`src/rtl/ifu_fetch.sv`:
```
// ifu_fetch - instruction-fetch front end.
//   Owns the fetch PC and issues sequential word fetches over a req/gnt +
//   in-order rvalid interface. Returned words are buffered in a small FIFO
//   and handed to decode as {instr, pc} through valid/ready. A redirect
//   reloads the PC, flushes the buffer and marks every in-flight response
//   for discard.
//
// Ports
//   clk        in   rising-edge clock
//   reset      in   synchronous, active-high reset
//   npc_in     in   redirect target (low two bits ignored)
//   redirect   in   load npc_in as the new fetch PC, flush
//   im_req     out  fetch request valid
//   im_addr    out  word-aligned fetch address
//   im_gnt     in   request accepted when im_req & im_gnt
//   im_rvalid  in   response valid (in order, >=1 cycle after grant)
//   im_rdata   in   response instruction word
//   if_valid   out  buffered instruction available
//   if_instr   out  instruction at buffer head
//   if_pc      out  PC of instruction at buffer head
//   if_ready   in   decode accepts head when if_valid & if_ready
module ifu_fetch #(
  parameter logic [31:0] PC_RESET   = 32'h0000_3000,
  parameter int unsigned FIFO_DEPTH = 2,
  parameter int unsigned MAX_OUTST  = 2
) (
  input  logic        clk,
  input  logic        reset,
  input  logic [31:0] npc_in,
  input  logic        redirect,
  output logic        im_req,
  output logic [31:0] im_addr,
  input  logic        im_gnt,
  input  logic        im_rvalid,
  input  logic [31:0] im_rdata,
  output logic        if_valid,
  output logic [31:0] if_instr,
  output logic [31:0] if_pc,
  input  logic        if_ready
);

  localparam int unsigned CW = $clog2(FIFO_DEPTH + 1);
  localparam int unsigned OW = $clog2(MAX_OUTST + 1);
  localparam int unsigned PW = $clog2(FIFO_DEPTH);
  localparam int unsigned SW = ((CW > OW) ? CW : OW) + 1;

  logic [31:0]   fetch_pc_q, fetch_pc_d;
  logic [31:0]   resp_pc_q, resp_pc_d;
  logic [OW-1:0] inflight_q, inflight_d;
  logic [OW-1:0] discard_q, discard_d;
  logic [CW-1:0] cnt_q, cnt_d;
  logic [PW-1:0] wptr_q, wptr_d;
  logic [PW-1:0] rptr_q, rptr_d;
  logic [31:0]   instr_q [FIFO_DEPTH];
  logic [31:0]   pc_q    [FIFO_DEPTH];

  logic          grant;
  logic          push;
  logic          pop;
  logic [SW-1:0] fifo_credit;
  logic [SW-1:0] outstanding;
  logic [31:0]   redirect_pc;
  logic          unused_npc_lo;

  assign redirect_pc   = {npc_in[31:2], 2'b00};
  assign unused_npc_lo = ^npc_in[1:0];

  // Buffer slots already claimed by held words plus kept in-flight requests;
  // issuing only while this is below depth means a kept response always
  // finds a free slot.
  assign fifo_credit = SW'(cnt_q) + SW'(inflight_q);
  assign outstanding = SW'(inflight_q) + SW'(discard_q);

  assign im_req  = !reset && !redirect
                   && (fifo_credit < SW'(FIFO_DEPTH))
                   && (outstanding < SW'(MAX_OUTST));
  assign im_addr = fetch_pc_q;

  assign if_valid = (cnt_q != '0);
  assign if_instr = instr_q[rptr_q];
  assign if_pc    = pc_q[rptr_q];

  assign grant = im_req && im_gnt;
  // Responses to pre-redirect requests are consumed first (in order).
  assign push  = im_rvalid && (discard_q == '0) && !redirect;
  assign pop   = if_valid && if_ready;

  always_comb begin
    fetch_pc_d = fetch_pc_q;
    resp_pc_d  = resp_pc_q;
    inflight_d = inflight_q;
    discard_d  = discard_q;
    cnt_d      = cnt_q;
    wptr_d     = wptr_q;
    rptr_d     = rptr_q;
    if (redirect) begin
      // Everything still outstanding becomes discard; a response arriving
      // in this very cycle is one of them and is retired immediately.
      fetch_pc_d = redirect_pc;
      resp_pc_d  = redirect_pc;
      discard_d  = discard_q + inflight_q - OW'(im_rvalid);
      inflight_d = '0;
      cnt_d      = '0;
      wptr_d     = '0;
      rptr_d     = '0;
    end else begin
      if (grant) begin
        fetch_pc_d = fetch_pc_q + 32'd4;
      end
      if (im_rvalid && (discard_q != '0)) begin
        discard_d = discard_q - OW'(1);
      end
      if (push) begin
        resp_pc_d = resp_pc_q + 32'd4;
        wptr_d    = wptr_q + PW'(1);
      end
      if (pop) begin
        rptr_d = rptr_q + PW'(1);
      end
      inflight_d = inflight_q + OW'(grant) - OW'(push);
      cnt_d      = cnt_q + CW'(push) - CW'(pop);
    end
  end

  always_ff @(posedge clk) begin
    if (reset) begin
      fetch_pc_q <= PC_RESET;
      resp_pc_q  <= PC_RESET;
      inflight_q <= '0;
      discard_q  <= '0;
      cnt_q      <= '0;
      wptr_q     <= '0;
      rptr_q     <= '0;
      for (int unsigned i = 0; i < FIFO_DEPTH; i++) begin
        instr_q[i] <= '0;
        pc_q[i]    <= PC_RESET;
      end
    end else begin
      fetch_pc_q <= fetch_pc_d;
      resp_pc_q  <= resp_pc_d;
      inflight_q <= inflight_d;
      discard_q  <= discard_d;
      cnt_q      <= cnt_d;
      wptr_q     <= wptr_d;
      rptr_q     <= rptr_d;
      if (push) begin
        instr_q[wptr_q] <= im_rdata;
        pc_q[wptr_q]    <= resp_pc_q;
      end
    end
  end

endmodule

```
`config.mk`:
```
export PLATFORM = sky130hd
export DESIGN_NAME = ifu_fetch
export DESIGN_NICKNAME = d
export VERILOG_FILES = /design/src/rtl/ifu_fetch.sv
export SDC_FILE = /design/constraint.sdc
export NUM_CORES = 1
export LEC_CHECK = 0
export ABC_AREA = 1
export CORE_UTILIZATION = 55
export DETAILED_ROUTE_END_ITERATION = 6
export MAX_ROUTING_LAYER = met4
export PLACE_DENSITY_LB_ADDON = 0.15
export RECOVER_POWER = 50
export REMOVE_ABC_BUFFERS = 1
export SETUP_SLACK_MARGIN = 0.1
export SYNTH_ARGS = -nofsm -noshare
export SYNTH_HDL_FRONTEND = slang
export SYNTH_SLANG_ARGS = --single-unit
export TNS_END_PERCENT = 5
```
`constraint.sdc`:
```
create_clock -name clk -period 6 [get_ports clk]
set_input_delay 0.6 -clock clk [delete_from_list [all_inputs] [get_ports clk]]
set_output_delay 0.6 -clock clk [all_outputs]
set_load 0.005 [all_outputs]
```
Yosys cells after proc, flatten, opt, wreduce, memory -nomap -nowiden
Memories as Yosys holds them, arrays and structs flattened. A register that Yosys moved wholly into a read port is not among the register bits.
Index checks and enable logic that the tools add are counted.
{ "totals": {"memories": 2, "reg_bits": 72, "ramBits": 128, "input_bits": 70, "out_inout_bits": 98} }
{ "op_classes": {"mux": 21, "n_reduce_logical": 19, "add_sub_neg": 13, "magnitude_cmp": 2} }
{ "mem_list": {"columns": ["memory", "depth", "width", "rd", "rd_ports_with_merged_regs", "wr", "line_no", "text"], "rows": [
  ["instr_q", 2, 32, 1, 1, 2, "54", "logic [31:0] instr_q [FIFO_DEPTH];"],
  ["pc_q", 2, 32, 1, 1, 2, "55", "logic [31:0] pc_q [FIFO_DEPTH];"]
]} }
{ "op_table": {"columns": ["op", "count"], "rows": [
  ["32-bit two-way mux", 6],
  ["32-bit by 3-bit adder with 32-bit output, second input constant", 2],
  ["32-bit OR reduction", 2],
  ["1-bit two-way mux", 13],
  ["2-bit nonzero test", 5],
  ["1-bit logical AND", 8],
  ["2-bit by 2-bit adder with 3-bit output", 2],
  ["3-bit by 2-bit < comparator with 1-bit output, second input constant", 2],
  ["2-bit by 1-bit subtractor with 2-bit output", 3],
  ["2-bit by 1-bit adder with 2-bit output", 2],
  ["2-bit two-way mux", 2],
  ["1-bit adder, second input constant", 2],
  ["2-bit adder", 1],
  ["1-bit zero test", 2],
  ["2-bit zero test", 1],
  ["2-bit OR reduction", 1],
  ["2-bit by 1-bit subtractor with 2-bit output, second input constant", 1]
]} }

Depth between registers and ports, before layout
{ "depth": {"depth_word": 8, "mapped_depth": 11} }

Least setup slack after synthesis
OpenSTA, ideal clock, no wires.
{ "synth_timing": {"path_type": "input to register", "start": "in reset", "end": "mem instr_q[1][0] (enable)", "path_slack_ns": 2.809, "setup_time_ns": 0.421, "t_arrival_ns": 2.769, "path_stages": 7, "cell_sequence": "buf_4 -> nor2_8 -> inv_2 -> nor3_2 -> inv_2 -> buf_2 -> nand2_1"} }
{ "synth_lines": {"columns": ["element", "line_no", "text"], "rows": [
  ["start, declared", "28", "input logic reset,"],
  ["end, declared", "54", null]
]} }

==> metrics.txt <==
run status finished, violations left; violations in the final reports max-capacitance violations, max-slew violations; First-pass DRT Iterations 5; TNS Setup 0 ps; crit-path max FO 60; share of cells above drive strength 1 10.2%; relative slew slack -27.1%; pre-CTS setup slack 2420 ps; overall power after layout 3090 uW; number of nets in the finished design 1401; width of the die 137 um; number of vias per cell 5.28; time the final worst path needs with I/O delays and setup 4360 ps; min-delay worst type reg2reg; DR iter-0 viols 497; clock tree root buffer cell sky130_fd_sc_hd__clkbuf_16; number of buffers created by CTS 17; wire length of the first global-routing pass 37.2 mm; share of the synthesized area in the top cell type 37.1%; highest ir drop seen on vdd 0.206 mV; compound-cell area share of the yosys netlist 6.25%; Highest Clock Rate 0.230 GHz; Hold Fails Final Rpt 0; final antenna-violating net count 0; Post-synth EDFFs 124; LEAKAGE 0.00492 uW; Synth Area in XOR/XNOR 1.31%; CP Data Required Time 6130 ps; sum of net half-perimeters after detailed placement 16.4 mm; CTS tree built; final max-slew violation count 81; cell area after technology mapping 0.0100 mm2; count of hold buffers inserted by post-cts repair 0; depth of the worst hold-timing path 1; clock insertion delay at the later pin of the skew report 430 ps; dominant combinational cell family by area after synthesis simple AND/OR/NAND/NOR gates; residual overflow from global routing 0; portion of netlist area occupied by mux cells 6.95%; reg-to-reg endpoint instr_q[0][4]; post-synthesis register bit count 193; leading post-synthesis cells by cell area sky130_fd_sc_hd__edfxtp_1 37%, sky130_fd_sc_hd__dfxtp_1 14%, sky130_fd_sc_hd__nand2_1 9.6%, sky130_fd_sc_hd__nor2_1 7.7%, sky130_fd_sc_hd__mux2_2 6.9%; Final Cell Area 0.0123 mm2; path depth of the worst reg2reg path 9; Max Root-Sink Buffers 2; Clk pin slew, worst setup/hold paths 70 ps; Post-CTS Setup Inserts 0; die height 137 um; Resize count post-CTS 0; total routing usage reported by global routing 26.6%; synth unique cells 40; startpoint of the worst hold path rptr_q; routed wire length 23.6 mm; total via count after detailed routing 8237; most frequent cell after synthesis sky130_fd_sc_hd__nand2_1; unrepaired setup endpoints after global routing false; cell accounting for the most synthesized area sky130_fd_sc_hd__edfxtp_1; post-synthesis sequential area ratio 50.8%; average wire per standard cell 15.1 um; initial antenna violation count 0; worst setup margin 1640 ps; post-synthesis simple-gate area fraction 24.5%; largest net degree at the start of global routing 63; number of antenna diodes 0; Least-Margin Pin Slew 1900 ps; MaxCap Viol Count 3; most used flip-flop cell after synthesis sky130_fd_sc_hd__edfxtp_1; total DRC errors in the routed layout 0; number of top-level pins 168; async set-or-reset flop fraction in the synthesized netlist 0%; critical path capture point type flop; Placed Area 0.0118 mm2; site row count 49; core area 0.0180 mm2; layout overhead on the synthesized area 22.2%; worst clock skew 9.27 ps; Die Footprint 0.0188 mm2; endpoints failing setup 0; classification of the worst setup path in2reg; power density over the cells 252 mW/mm2; number of warnings issued by yosys 0; portion of the clock cycle consumed by the worst path in the final layout 72.6%; number of input and output port buffers inserted 161; reg-to-reg critical path startpoint discard_q[1]; startpoint type of the worst setup path input pin; htree depth 4; Data arrival, critical path 4490 ps; R2R setup slack 1970 ps; post-synthesis adder-cell area fraction 1.64%; post-synthesis instance total 1169; most instantiated cells after synthesis 256 x sky130_fd_sc_hd__nand2_1, 206 x sky130_fd_sc_hd__nor2_1, 148 x sky130_fd_sc_hd__inv_1, 124 x sky130_fd_sc_hd__edfxtp_1, 69 x sky130_fd_sc_hd__dfxtp_1; Routability Congestion 0.923; Initial Util 55.9%; synthesized area per cell 8.60 um2; number of sinks on the clock net 193; vias in the first global route 7554
[stage by stage]
stage / util (%) / cells / hold WS (ps)
after global routing: 68.4 / 1561 / 504
after floorplan: - / 1130 / 425
after detailed placement: 65.4 / 1529 / 441
after CTS: 68.8 / 1561 / 452
after global placement: 65.4 / 1529 / 429
final: 68.4 / 1561 / 458
[critical path: stages]
cell	delay [ps]
sky130_fd_sc_hd__clkbuf_1	930
sky130_fd_sc_hd__clkbuf_1	1280
sky130_fd_sc_hd__nor2_8	100
sky130_fd_sc_hd__inv_1	260
sky130_fd_sc_hd__nor3_1	120
sky130_fd_sc_hd__inv_2	70
sky130_fd_sc_hd__clkbuf_2	970
sky130_fd_sc_hd__nor2_1	100
[placed cells by master, fill, tap and decap left out, types with 46 or more instances in the layout]
master,instances
sky130_fd_sc_hd__o21ai_0,46
sky130_fd_sc_hd__edfxtp_1,124
sky130_fd_sc_hd__clkdlybuf4s50_1,128
sky130_fd_sc_hd__dfxtp_1,68
sky130_fd_sc_hd__inv_1,150
sky130_fd_sc_hd__a21oi_1,51
sky130_fd_sc_hd__nand3_1,57
sky130_fd_sc_hd__nand2_1,256
sky130_fd_sc_hd__nor2_1,208
sky130_fd_sc_hd__mux2_2,62
[worst max-delay path by stage]
stage,cells after the start,to,startpoint
3_5_place_dp,8,instr_q[0][7],redirect
6_report,8,pc_q[1][30],reset
3_3_place_gp,8,instr_q[0][7],redirect
5_1_grt,10,im_addr[14],reset
4_1_cts,8,instr_q[0][4],redirect
2_1_floorplan,8,instr_q[0][0],discard_q[1]
[cell type report]
cell class,instances,area (um2)
Sequential cell,193,5110
Fill cell,1468,5680
Timing Repair Buffer,170,1670
Clock buffer,17,425
Multi-Input combinational cell,783,4030
Inverter,154,578
Tap cell,229,287
Clock inverter,15,188
[state kept, by name, indices dropped and copies added, names as in the netlist, named ones only]
signal and cells:
instr_q 64, pc_q 60, im_addr 30, resp_pc_q 30, cnt_q 2, discard_q 2, inflight_q 2, rptr_q 1
wptr_q 1
[cell families after synthesis]
| group | after synthesis |
|---|---|
| adder cells (fa/ha/maj) | 12 |
| flip-flops | 193 |
| other | 1 |
| multiplexers | 62 |
| buffers and inverters | 196 |
| AO/OA/AOI/OAI | 120 |
| XOR/XNOR | 15 |
| AND/OR/NAND/NOR | 570 |
[where the power goes]
group / switching (uW) / internal (uW)
Sequential: 48.8 / 1480
Combinational: 200 / 179
Clock: 541 / 636
[layer usage]
metal,GRT usage (%),part of all wire (%),vias to the layer above
met1,34.4,44,3805
met4,9.83,2.4,0
met2,41.9,47,322
met5,-,0,-
li1,-,-,4070
met3,4.52,6.8,40
No activity file was read; power rests on OpenSTA's default activity.
